==> src/rtl/mod_named_block_seq.sv <==
// Multi-channel start/done sequencer: each channel walks a token through DEPTH
// stages, holds done until acked or aborted, and a shared counter tallies handshakes.
module mod_named_block_seq #(
    parameter int CHANNELS = 2,
    parameter int DEPTH    = 4,
    localparam int CNT_W   = $clog2(DEPTH + 1)
) (
    input  logic                      i_clk,
    input  logic                      i_rst,
    input  logic [CHANNELS-1:0]       i_start,
    input  logic [CHANNELS-1:0]       i_abort,
    input  logic [CHANNELS-1:0]       i_ack,
    output logic [CHANNELS-1:0]       o_busy,
    output logic [CHANNELS-1:0]       o_done,
    output logic [CHANNELS*CNT_W-1:0] o_stage,
    output logic [7:0]                o_done_count
);

    typedef enum logic [1:0] {
        ST_IDLE = 2'd0,
        ST_RUN  = 2'd1,
        ST_DONE = 2'd2
    } state_t;

    localparam logic [CNT_W-1:0] STAGE_FIRST = CNT_W'(1);
    localparam logic [CNT_W-1:0] STAGE_LAST  = CNT_W'(DEPTH);

    logic [CHANNELS-1:0] complete;

    for (genvar gi = 0; gi < CHANNELS; gi++) begin : g_chan
        state_t           state_reg;
        logic [CNT_W-1:0] stage_reg;
        logic             busy_reg;
        logic             done_reg;

        // busy/done are kept as registers updated alongside the state, so the
        // outputs never see a combinational path from the inputs.
        always_ff @(posedge i_clk or posedge i_rst) begin
            if (i_rst) begin
                state_reg <= ST_IDLE;
                stage_reg <= '0;
                busy_reg  <= 1'b0;
                done_reg  <= 1'b0;
            end else begin
                case (state_reg)
                    ST_IDLE: begin
                        if (i_start[gi] && !i_abort[gi]) begin
                            state_reg <= ST_RUN;
                            stage_reg <= STAGE_FIRST;
                            busy_reg  <= 1'b1;
                            done_reg  <= 1'b0;
                        end
                    end
                    ST_RUN: begin
                        if (i_abort[gi]) begin
                            state_reg <= ST_IDLE;
                            stage_reg <= '0;
                            busy_reg  <= 1'b0;
                            done_reg  <= 1'b0;
                        end else if (stage_reg < STAGE_LAST) begin
                            stage_reg <= stage_reg + STAGE_FIRST;
                        end else begin
                            state_reg <= ST_DONE;
                            done_reg  <= 1'b1;
                        end
                    end
                    ST_DONE: begin
                        if (i_abort[gi]) begin
                            state_reg <= ST_IDLE;
                            stage_reg <= '0;
                            busy_reg  <= 1'b0;
                            done_reg  <= 1'b0;
                        end else if (i_ack[gi] && i_start[gi]) begin
                            state_reg <= ST_RUN;
                            stage_reg <= STAGE_FIRST;
                            done_reg  <= 1'b0;
                        end else if (i_ack[gi]) begin
                            state_reg <= ST_IDLE;
                            stage_reg <= '0;
                            busy_reg  <= 1'b0;
                            done_reg  <= 1'b0;
                        end
                    end
                    default: begin
                        state_reg <= ST_IDLE;
                        stage_reg <= '0;
                        busy_reg  <= 1'b0;
                        done_reg  <= 1'b0;
                    end
                endcase
            end
        end

        // A handshake counts only when ack lands in DONE without an abort.
        assign complete[gi] = (state_reg == ST_DONE) && i_ack[gi] && !i_abort[gi];

        assign o_busy[gi]                   = busy_reg;
        assign o_done[gi]                   = done_reg;
        assign o_stage[gi*CNT_W +: CNT_W]   = stage_reg;
    end

    logic [7:0] count_reg;
    logic [7:0] count_next;
    logic [8:0] add_sum;
    logic [8:0] total;

    always_comb begin
        add_sum = '0;
        for (int c = 0; c < CHANNELS; c++) begin
            add_sum = add_sum + 9'(complete[c]);
        end
        total      = {1'b0, count_reg} + add_sum;
        count_next = total[8] ? 8'hFF : total[7:0];
    end

    always_ff @(posedge i_clk or posedge i_rst) begin
        if (i_rst) begin
            count_reg <= '0;
        end else begin
            count_reg <= count_next;
        end
    end

    assign o_done_count = count_reg;

endmodule

==> config.mk <==
export PLATFORM = sky130hd
export DESIGN_NAME = mod_named_block_seq
export DESIGN_NICKNAME = d
export VERILOG_FILES = /design/src/rtl/mod_named_block_seq.sv
export SDC_FILE = /design/constraint.sdc
export NUM_CORES = 1
export LEC_CHECK = 0
export CAP_MARGIN = 20
export CORE_MARGIN = 5
export CORE_UTILIZATION = 44
export CTS_CLUSTER_SIZE = 40
export DETAILED_ROUTE_END_ITERATION = 16
export PLACE_DENSITY = 0.74
export SETUP_SLACK_MARGIN = 0.3
export SLEW_MARGIN = 20
export SYNTH_ARGS = -nofsm -noshare
export SYNTH_HDL_FRONTEND = slang
export SYNTH_SLANG_ARGS = --single-unit
export TNS_END_PERCENT = 50
==> constraint.sdc <==
create_clock -name i_clk -period 1.9 [get_ports i_clk]
set_input_delay 0.475 -clock i_clk [delete_from_list [all_inputs] [get_ports i_clk]]
set_output_delay 0.475 -clock i_clk [all_outputs]
set_load 0.005 [all_outputs]
==> summary.md <==
| Metric | Value |
|---|---|
| Final Cycle Share | `99.0%` |
| Distinct cells, synth | `38` |
| Worst-path maximum fanout | `5` |
| CTS Hold Buffers Added | `0` |
| Post-route ant nets | `0` |
| Sequential-to-total area share from yosys stat | `47.4%` |
| Avg WL per Cell | `13.6 um` |
| ANT cells | `0` |
| Busiest grt layer | `met2` |
| FF+latch count, synth | `22` |
| Primary FF master, synth | `dfrtp_1` |
| Drt first pass iters | `4` |
| Sequential cell area | `554 um^2` |
| Layout area overhead | `43.7%` |
| Tmin final | `1880 ps` |
| Met3 Use GR | `2.10%` |
| Crit path DAT | `2140 ps` |
| Residual DRC count | `0` |
| Initial core utilization | `46.5%` |
| Met2 Track Usage GR | `27.3%` |
| Min-delay worst type | `in2async` |
| Die height | `61.4 um` |
| Layout cells sized above 1 | `27.7%` |
| First-pass GRT wire length | `4570 um` |
| Syn Area/Cell | `9.77 um^2` |
| Fmax | `0.532 GHz` |
| TritonCTS clock tree | `built` |
| Slew Viols, Final | `0` |
| Sum Neg Setup Slack | `0 ps` |
| Hold Vio Cnt, Final | `0` |
| Maximum vdd drop | `0.000632 V` |
| Clock latency on the worst-skew pair | `320 ps` |
| Max-Cap Viols | `0` |
| Number of core rows | `18` |
| Largest net degree at the start of global routing | `23` |
| Yosys Warn Count | `0` |
| Leak | `0.862 nW` |
| Area of the multi-input gates | `601 um^2` |
| Synthesized area | `1160 um^2` |
| Net Count, Synth | `130` |
| Htree depth | `1` |
| WP data required | `2160 ps` |
| Final wirelength | `2670 um` |
| Worst clock skew | `2.77 ps` |
| Met1 Use GR | `21.0%` |
| Max FFs per register | `8` |
| Crit start category | `flop` |
| Rel. slew slack | `72.0%` |
| Via count | `1,015` |
| All-layer global routing usage | `16.4%` |
| RSZ-0062 raised after global routing | `yes` |
| Core area | `2500 um^2` |
| Ys async rst share | `100%` |
| # setup viols final | `0` |
| Number of I/O pins | `26` |
| Number of CTS-inserted buffers | `3` |
| Post-DP HPWL | `1950 um` |
| CP Capture Type | `flop` |
| Post-synth EDFFs | `0` |
| Clock tree buffer depth | `2` |
| Fin worst setup slack | `19.4 ps` |
| Post-Place Setup Slack | `-542 ps` |
| Grt total ovfl | `0` |
| Number of global-route vias before repair | `1,040` |
| Clock transition at path regs | `130 ps` |
| Die area | `3770 um^2` |
| Crit path kind | `reg2reg` |
| Die Width | `61.4 um` |
| Commonest non-fill, non-tap cell in the layout | `buf_4` |
| Post-Synthesis Cells | `119` |
| Status | `finished clean` |
| Least-Margin Pin Slew | `417 ps` |
| Final #Nets | `178` |
| Placed cell area | `1570 um^2` |
| DRT iter0 DRCs | `37` |
| Commonest cells after routing, fill and taps aside | `buf_4, dlygate4sd2_1, dfrtp_1` |
| PortBufs | `25` |
| Placer congestion estimate | `0.801` |
| CTS Sinks | `22` |
| Design area | `1670 um^2` |
| Vias per std cell | `5.18` |
| CTS root buf | `clkbuf_4` |
| Pwr/cell area | `949 nW/um^2` |
| Initial antenna violation count | `0` |
| Fillers | `224` |
Yosys cell counts (2+ instances only):
master	number	area share, %
dfrtp_1	22	47
a21oi_1	11	4.7
nand2_1	11	3.6
nor2_1	11	3.6
inv_1	6	1.9
nor2b_1	6	3.2
buf_4	5	3.2
o21ai_0	5	2.2
nor3b_1	4	2.6
nand2b_1	3	1.6
nand3b_1	3	1.9
a21o_1	2	1.3
a31oi_1	2	1.1
ha_1	2	2.2
nand3_1	2	0.86
o21a_1	2	1.3
path summary, 6_finish.rpt:
kind,from,end,slack [ps],cells past startpoint
setup / recovery,g_chan[0].state_reg[0],o_done_count[2],20,7
setup reg to reg,g_chan[0].state_reg[0],o_done_count[2],20,7
hold / removal,i_rst,g_chan[1].state_reg[1],480,3
max in group asynchronous,i_rst,o_done_count[7],1180,3
hold reg to reg,g_chan[0].done_reg,g_chan[0].done_reg,520,2
min in group i_clk,g_chan[0].done_reg,g_chan[0].done_reg,520,2
worst max-delay path, stage by stage, from the launching register on:
cell and delay, ps:
dfrtp_1 450, nor3b_4 230, nand2_2 80, fa_2 340
and3b_2 280, and4_4 260, nand3_4 100, o21ai_1 80
final cells by class:
class,instances,share of cell area [%]
well taps,30,2.25
clock buffers,4,2.17
repair buffers,49,25.1
flip-flops and latches,22,33.2
multi-input cells,85,36.0
inverters,6,1.35
metrics by stage:
step                hold WS [ps]  power [mW]  cells  utilization [%]
floorplan                    464        1.04    119                -
global placement             492        1.35    184             62.6
detailed placement           502        1.38    184             62.6
CTS                          484        1.59    195             66.2
global route                 503        1.71    196             66.8
finish                       479        1.58    196             66.8
logic make-up after synthesis:
logic type / share of synthesized area (%)
AO/OA/AOI/OAI: 17.1
XOR/XNOR: 1.51
adder cells (fa/ha/maj): 3.87
buffers and inverters: 5.60
flip-flops: 47.4
multiplexers: 1.29
AND/OR/NAND/NOR: 23.3
layer usage:
metal	part of all wire (%)	routed length, um	up-vias
li1	-	-	506
met1	43	1140	483
met2	51	1370	21
met3	3.7	99	5
met4	2.2	58	0
met5	0	0	-
where the power goes:
part	switching, mW	internal (mW)	total, mW
clock network	0.150	0.117	0.267
registers	0.106	0.585	0.690
logic	0.279	0.348	0.627
timing repair:
item | 4_1_cts | 5_1_grt
endpoints found under the setup margin | 31 | 16
setup buffers | 7 | 1
gates resized for setup | 30 | 3
pin swaps | 10 | 10
No activity file was read; power rests on OpenSTA's default activity.
